[config.mk]
export PLATFORM = sky130hd
export DESIGN_NAME = iter_muldiv
export DESIGN_NICKNAME = d
export VERILOG_FILES = /design/src/rtl/iter_muldiv.sv
export SDC_FILE = /design/constraint.sdc
export NUM_CORES = 1
export LEC_CHECK = 0
export BUFFER_PORTS_ARGS = -buffer_cell sky130_fd_sc_hd__buf_2
export CAP_MARGIN = 30
export CORE_AREA = 2 2 164 166
export DETAILED_ROUTE_END_ITERATION = 8
export DIE_AREA = 0 0 166 168
export HOLD_SLACK_MARGIN = 0.03
export PLACE_DENSITY = 0.7
export SETUP_SLACK_MARGIN = 0.2
export SLEW_MARGIN = 20
export SYNTH_ARGS = -nofsm -noshare
export SYNTH_HDL_FRONTEND = slang
export SYNTH_SLANG_ARGS = --single-unit
export TNS_END_PERCENT = 10
[constraint.sdc]
create_clock -name clk -period 3.06 [get_ports clk]
set_input_delay 0.153 -clock clk [delete_from_list [all_inputs] [get_ports clk]]
set_output_delay 0.153 -clock clk [all_outputs]
set_load 0.05 [all_outputs]
[src/rtl/iter_muldiv.sv]
// ============================================================================
// Module   : iter_muldiv
// Purpose  : Iterative signed multiply/divide unit for register-file write-back.
//            One operation at a time. A multiply or divide runs WIDTH iterations
//            plus one sign-fix/overflow cycle. The unit then pulses result_rdy
//            for one cycle with the result, the destination tag and an
//            exception flag.
// Ports    : clk, clr (synchronous, active-high)
//            start_mult / start_div  - request; accepted in IDLE or DONE
//            operand_a / operand_b   - multiplicand/dividend, multiplier/divisor
//            dest_tag                - destination register tag
//            busy                    - operation in progress
//            result_rdy              - one-cycle write-back strobe
//            result, exception       - low WIDTH product bits / truncated
//                                      quotient, and overflow or divide-by-zero
//            wb_tag                  - tag of the completed operation
// Revision : 1.0 - initial release
// ============================================================================
`default_nettype none

module iter_muldiv #(
    parameter int WIDTH = 32,
    parameter int TAG_W = 5
) (
    input  logic             clk,
    input  logic             clr,
    input  logic             start_mult,
    input  logic             start_div,
    input  logic [WIDTH-1:0] operand_a,
    input  logic [WIDTH-1:0] operand_b,
    input  logic [TAG_W-1:0] dest_tag,
    output logic             busy,
    output logic             result_rdy,
    output logic [WIDTH-1:0] result,
    output logic             exception,
    output logic [TAG_W-1:0] wb_tag
);

    localparam int CNT_W = $clog2(WIDTH + 1);

    typedef enum logic [1:0] {
        S_IDLE = 2'd0,
        S_BUSY = 2'd1,
        S_DONE = 2'd2
    } state_t;

    state_t r_state;
    state_t w_state_nxt;

    // Both operations work on magnitudes. r_acc is the product high half
    // (multiply) or the partial remainder (divide). r_lo is the multiplier
    // shifting out and the product low half shifting in (multiply), or the
    // dividend shifting out and the quotient shifting in (divide). r_opd is
    // the multiplicand or divisor magnitude.
    logic             r_is_div;
    logic             r_neg;
    logic [CNT_W-1:0] r_cnt;
    logic [WIDTH-1:0] r_acc;
    logic [WIDTH-1:0] r_lo;
    logic [WIDTH-1:0] r_opd;
    logic [TAG_W-1:0] r_tag;

    logic             w_start_ok;
    logic             w_div0;
    logic             w_finish;
    logic [WIDTH-1:0] w_a_mag;
    logic [WIDTH-1:0] w_b_mag;
    logic [WIDTH:0]   w_mul_sum;
    logic [WIDTH:0]   w_rem_sh;
    logic             w_rem_ge;
    logic [WIDTH-1:0] w_rem_sub;
    logic [WIDTH-1:0] w_signed_lo;
    logic             w_fin_exc;

    // ------------------------------------------------------------------------
    // Request qualification and operand magnitudes
    // ------------------------------------------------------------------------
    always_comb begin
        w_start_ok = (r_state != S_BUSY) && (start_mult ^ start_div);
        w_div0     = start_div && (operand_b == '0);
        w_finish   = (r_state == S_BUSY) && (r_cnt == CNT_W'(WIDTH));
        w_a_mag    = operand_a[WIDTH-1] ? -operand_a : operand_a;
        w_b_mag    = operand_b[WIDTH-1] ? -operand_b : operand_b;
    end

    // ------------------------------------------------------------------------
    // Per-iteration datapath
    // ------------------------------------------------------------------------
    always_comb begin
        // Shift-add multiply step: conditionally add, then shift {sum, lo} right.
        w_mul_sum = {1'b0, r_acc};
        if (r_lo[0]) begin
            w_mul_sum = {1'b0, r_acc} + {1'b0, r_opd};
        end
        // Restoring divide step. The remainder stays below the divisor
        // (<= 2**(WIDTH-1)), so a WIDTH-bit subtract is exact when taken.
        w_rem_sh  = {r_acc, r_lo[WIDTH-1]};
        w_rem_ge  = (w_rem_sh >= {1'b0, r_opd});
        w_rem_sub = w_rem_sh[WIDTH-1:0] - r_opd;
    end

    // ------------------------------------------------------------------------
    // Final sign fix and overflow detection
    // ------------------------------------------------------------------------
    always_comb begin
        // The low WIDTH bits of a negated 2*WIDTH product equal the negation
        // of the low WIDTH bits, so one negator serves both operations.
        w_signed_lo = r_neg ? -r_lo : r_lo;
        if (r_is_div) begin
            // Only -2**(WIDTH-1) / -1 yields a positive quotient of 2**(WIDTH-1).
            w_fin_exc = !r_neg && r_lo[WIDTH-1];
        end else if (r_neg) begin
            // A negative product may reach a magnitude of exactly 2**(WIDTH-1).
            w_fin_exc = (|r_acc) || (r_lo[WIDTH-1] && (|r_lo[WIDTH-2:0]));
        end else begin
            w_fin_exc = (|r_acc) || r_lo[WIDTH-1];
        end
    end

    // ------------------------------------------------------------------------
    // FSM
    // ------------------------------------------------------------------------
    always_ff @(posedge clk) begin
        if (clr) begin
            r_state <= S_IDLE;
        end else begin
            r_state <= w_state_nxt;
        end
    end

    always_comb begin
        w_state_nxt = r_state;
        busy        = 1'b0;
        result_rdy  = 1'b0;
        case (r_state)
            S_IDLE, S_DONE: begin
                result_rdy = (r_state == S_DONE);
                if (w_start_ok) begin
                    // Divide-by-zero needs no iterations.
                    w_state_nxt = w_div0 ? S_DONE : S_BUSY;
                end else begin
                    w_state_nxt = S_IDLE;
                end
            end
            S_BUSY: begin
                busy = 1'b1;
                if (w_finish) begin
                    w_state_nxt = S_DONE;
                end
            end
            default: w_state_nxt = S_IDLE;
        endcase
    end

    // ------------------------------------------------------------------------
    // Datapath and result registers
    // ------------------------------------------------------------------------
    always_ff @(posedge clk) begin
        if (clr) begin
            r_is_div  <= 1'b0;
            r_neg     <= 1'b0;
            r_cnt     <= '0;
            r_acc     <= '0;
            r_lo      <= '0;
            r_opd     <= '0;
            r_tag     <= '0;
            result    <= '0;
            exception <= 1'b0;
            wb_tag    <= '0;
        end else if (w_start_ok) begin
            r_is_div <= start_div;
            r_neg    <= operand_a[WIDTH-1] ^ operand_b[WIDTH-1];
            r_cnt    <= '0;
            r_acc    <= '0;
            r_tag    <= dest_tag;
            if (start_div) begin
                r_lo  <= w_a_mag;
                r_opd <= w_b_mag;
            end else begin
                r_lo  <= w_b_mag;
                r_opd <= w_a_mag;
            end
            if (w_div0) begin
                result    <= '0;
                exception <= 1'b1;
                wb_tag    <= dest_tag;
            end
        end else if (r_state == S_BUSY) begin
            if (w_finish) begin
                result    <= w_signed_lo;
                exception <= w_fin_exc;
                wb_tag    <= r_tag;
            end else begin
                r_cnt <= r_cnt + 1'b1;
                if (r_is_div) begin
                    r_acc <= w_rem_ge ? w_rem_sub : w_rem_sh[WIDTH-1:0];
                    r_lo  <= {r_lo[WIDTH-2:0], w_rem_ge};
                end else begin
                    r_acc <= w_mul_sum[WIDTH:1];
                    r_lo  <= {w_mul_sum[0], r_lo[WIDTH-1:1]};
                end
            end
        end
    end

endmodule

`default_nettype wire

# Word-level counts from Yosys, hierarchy flattened
# Cells that the tools add are included.
[totals]
wordCells = 79
register_bits = 149
input_bits = 73
[classes]
n_lt_le_gt_ge = 1
muxes = 32
n_bitwise = 3
n_addsub = 6
n_reduce_logical = 19
n_eq_ne = 7
[op_table]
columns = ["op", "n"]
rows = [
  ["32-bit 2-to-1 mux", 15],
  ["32-bit negator", 3],
  ["32-bit by 32-bit adder with 33-bit output", 1],
  ["33-bit by 32-bit >= comparator with 1-bit output", 1],
  ["33-bit 2-to-1 mux", 1],
  ["32-bit zero test", 1],
  ["32-bit OR reduction", 1],
  ["32-bit subtractor", 1],
  ["31-bit OR reduction", 1],
  ["5-bit 2-to-1 mux", 4],
  ["1-bit 2-to-1 mux", 8],
  ["6-bit by 1-bit adder with 6-bit output (second input constant)", 1],
  ["6-bit == test (second input constant)", 1],
  ["2-bit 2-to-1 mux", 3],
  ["1-bit logical AND", 5],
  ["2-bit by 1-bit != test with 1-bit output (second input constant)", 2],
  ["2-bit != test (second input constant)", 2],
  ["2-bit one-hot mux with 2 select lines", 1],
  ["2-bit AND reduction", 2],
  ["2-bit nonzero test", 2],
  ["2-bit OR reduction", 2],
  ["3-bit AND reduction", 1],
  ["2-bit by 1-bit == test with 1-bit output (second input constant)", 1],
  ["2-bit == test (second input constant)", 1],
  ["5 further kinds", 7],
]

# Longest topological paths before layout
[depth]
ltp_word = 8
mapped_depth = 13

# Worst setup path after synthesis
# Ideal clock, no wire load.
[synth_path]
path_kind = "flip-flop to flip-flop"
startpoint = "register r_opd[25]"
endpoint = "register r_acc[11]"
setup_time_ps = 126
arrival_ps = 2907
period_less_slack_ps = 3033
path_buffers = 2
slack_ps = 27
stages_incl_launch_ff = 13
path_cell_list = "dfxtp_1 inv_1 ha_1 clkbuf_1 and3_1 nand2_1 or4_1 or3_1 and3_1 nand2_1 buf_1 mux2i_1 o211ai_1"
[synth_via]
elab_chain_len = 3
[synth_rtl]
columns = ["element", "line", "source"]
rows = [
  ["from (decl)", "60", "logic [WIDTH-1:0] r_opd;"],
  ["from (signal assigned)", "178", "r_opd <= w_b_mag;"],
  ["from (signal assigned)", "181", "r_opd <= w_a_mag;"],
  ["33-bit by 32-bit >= comparator with 1-bit output", "98", "w_rem_ge = (w_rem_sh >= {1'b0, r_opd});"],
  ["32-bit 2-to-1 mux", "196", "r_acc <= w_rem_ge ? w_rem_sub : w_rem_sh[WIDTH-1:0];"],
  ["32-bit 2-to-1 mux", "195", "if (r_is_div) begin"],
  ["to (signal assigned)", "196", ""],
  ["to (signal assigned)", "199", "r_acc <= w_mul_sum[WIDTH:1];"],
  ["to (decl)", "58", "logic [WIDTH-1:0] r_acc;"],
]
# Every way passes these cells.
# A chain may end at the register's enable or synchronous reset.

# Final worst setup path
[layout_path]
startpoint = "register r_opd[4]"
endpoint = "register r_acc[30]"
[layout_via]
elab_chain_len = 3
[layout_rtl]
columns = ["element", "line", "source"]
rows = [
  ["32-bit by 32-bit adder with 33-bit output (tied with other cells)", "93", "w_mul_sum = {1'b0, r_acc} + {1'b0, r_opd};"],
  ["33-bit 2-to-1 mux / 32-bit 2-to-1 mux (equally long branches)", "92, 196", ""],
  ["32-bit 2-to-1 mux *", "195", ""],
]
# Every way passes the cells marked *; elsewhere a longest branch is shown, timed or not.

==> run metrics <==
Tmin final=2.99 ns; largest buffer count on any clock path=2; gpl congestion=0.947; register area share after synthesis=23.6%; Iteration-0 DRC Markers=1363; routed vias=14100; post-synth top area cell=dfxtp_1; Sw Share=39.7%; startpoint types=flip-flop; routed wire length=45500 um; clk sink count=149; class of the worst hold path=in -> reg; Static Leak=6.48 nW; Routed Antenna Nets=0; switching power total=0.00322 W; share of the synthesized area in the top cell type=23.6%; core footprint=26400 sq um; internal power=0.00488 W; Die Wd=166 um; Max-slew headroom=42.9%; Post-synth EDFFs=0; gr usage total=31.7%; worst path arrival time=3.30 ns; Clk Latency, worst-skew pair=0.43 ns; initial core utilization=47.9%; synthesis-to-layout area growth=27.8%; DR DRC count=0; Slew Limit Fails=0; Num CTS Buffers=17; syn_nets=1835; total grt overflow=0; Fin. Hold Viols=0; FILL cells=2331; fmax=335 MHz; Setup CP Type=reg -> reg; Slew @ Worst Pin=0.856 ns; final worst path period share=97.6%; combinational share of power=43.8%; initial antenna violation count=0; die area=27900 sq um; CP Max Fanout=8; #FFs+latches synth=149; Post-synth ARST share=0%; TNS Setup=0 ns; Fin Hold WS=0.0737 ns; Pre-antenna DRT Iters=9; clock slew seen by the registers of the worst setup and hold paths=0.07 ns; power share of the sequential group=28.4%; Synth Area per Inst=7.46 sq um; Total Power=0.00809 W; Final setup viols=0; PwrDens=502 nW/um^2; Multi-input gate area=9630 sq um; Req. time, crit path=3.37 ns; largest net degree at the start of global routing=100; DP HPWL=33900 um; max-cap viol count=0; Max VDD drop=0.426 mV; RSZ-0062 raised after global routing=yes; Yosys cell types=76; Register Area=3020 sq um; Via density=6.25; capturing element type of the critical path=flip-flop; share of post-route cells with drive strength above 1=25.8%; Clock Power Share=27.7%; Post-synth top cells=a21oi_1 (161), nor2_1 (161), dfxtp_1 (149), nand2_1 (141), o21ai_0 (120); YS warnings=0; num rows=60; CTS tree=yes; main flop type after synthesis=dfxtp_1; antenna diode count=0; io pins=113; CTS root buffer=clkbuf_16; status=finished clean; WL/cell=20.2 um; first-pass GRT wire length=72500 um; top cells by area, synth=dfxtp_1 (24%), xnor2_1 (7.1%), ha_1 (6.8%); H-tree depth=4; number of global-route vias before repair=13600; Setup Skew=0.0119 ns; Nets=2045; Netlist Area Pre-Place=12600 sq um; Port Buffers=112; Die Y=168 um; Syn Inst Count=1691
cell families after synthesis:
family,count (synthesis),synth area share (%)
mux,47,3.86
buf+inv,174,5.70
simple gates,540,20.5
compound gates,571,29.4
flops,149,23.6
xor+xnor,139,9.65
fa+ha+maj,71,7.16
critical path, stage by stage, from the launching register on:
cell     delay (ns)
dfxtp_2        0.37
inv_1          0.08
ha_4           0.30
nand2_1        0.12
or4_1          0.53
or3_4          0.41
buf_6          0.13
nand3_4        0.12
nor2_4         0.06
buf_12         0.15
buf_4          0.13
nor4_1         0.33
o31ai_1        0.14
final timing paths:
path	start	end	slack, ns	cells past startpoint
setup / recovery	r_opd[4]	r_acc[30]	0.07	12
setup reg to reg	r_opd[4]	r_acc[30]	0.07	12
hold / removal	operand_b[0]	r_opd[0]	0.07	3
hold reg to reg	result[4]	result[4]	0.45	2
per-layer routing:
layer	GRT usage, %	part of all wire (%)	wire (um)
met5	0	0	0
met4	14.2	3.9	1760
met3	4.61	7.1	3220
met2	52.6	47	21200
met1	41.0	42	19300
stage by stage:
stage | setup slack (ns) | area, sq um | std cells | utilization (%)
CTS | 0.165 | 15500 | 2242 | 58.7
global placement | -0.256 | 14500 | 2199 | 55.2
global route | -0.00298 | 16100 | 2255 | 61.2
floorplan | 0.198 | 12600 | 1691 | -
detailed placement | -0.268 | 14500 | 2199 | 55.2
finish | 0.0743 | 16100 | 2255 | 61.2
registers in the layout, summed over array words and instances, names as in the netlist:
| name | cells |
|---|---|
| r_is_div | 1 |
| r_state | 2 |
| r_acc | 32 |
| r_opd | 32 |
| r_neg | 1 |
| r_tag | 5 |
| exception | 1 |
| r_cnt | 6 |
| wb_tag | 5 |
| result | 32 |
| r_lo | 32 |
power groups by stage:
stage | Clock [W] | Sequential, W | Combinational, W
finish | 0.00224 | 0.00230 | 0.00355
global route | 0.00234 | 0.00232 | 0.00383
CTS | 0.00226 | 0.00229 | 0.00324
detailed placement | 0 | 0.00232 | 0.00309
global placement | 0 | 0.00232 | 0.00307
floorplan | 0 | 0.00235 | 0.00192
area by class of cell:
type / instances / share of cell area, %
Clock buffer: 18 / 2.72
Tap cell: 341 / 2.65
Clock inverter: 14 / 1.13
Sequential cell: 149 / 18.7
Multi-Input combinational cell: 1368 / 59.7
Timing Repair Buffer: 305 / 13.7
Inverter: 60 / 1.40
timing repair:
action,in CTS,in global routing
resized for setup,47,120
hold endpoints to repair,13,0
endpoints found under the setup margin,36,41
pin swaps,5,41
cloned,1,1
buffers inserted,4,9
hold buffers,6,0
cells in the final DEF (no fill, tap or decap), drive strengths merged, types with 14 or more instances in the layout:
cell type and n:
a211oi 57, a21o 21, a21oi 161, a221oi 28, a22oi 14, a31oi 16
buf 298, clkbuf 19, dfxtp 149, ha 69, inv 69, mux2i 34
nand2 141, nand2b 19, nand3 49, nand4 18, nor2 162, nor3 55
nor4 16, o21ai 123, o22ai 16, o31ai 34, o41ai 15, or3 22
or4 15, xnor2 102, xor2 37
Power figures use the tool's default switching activity.
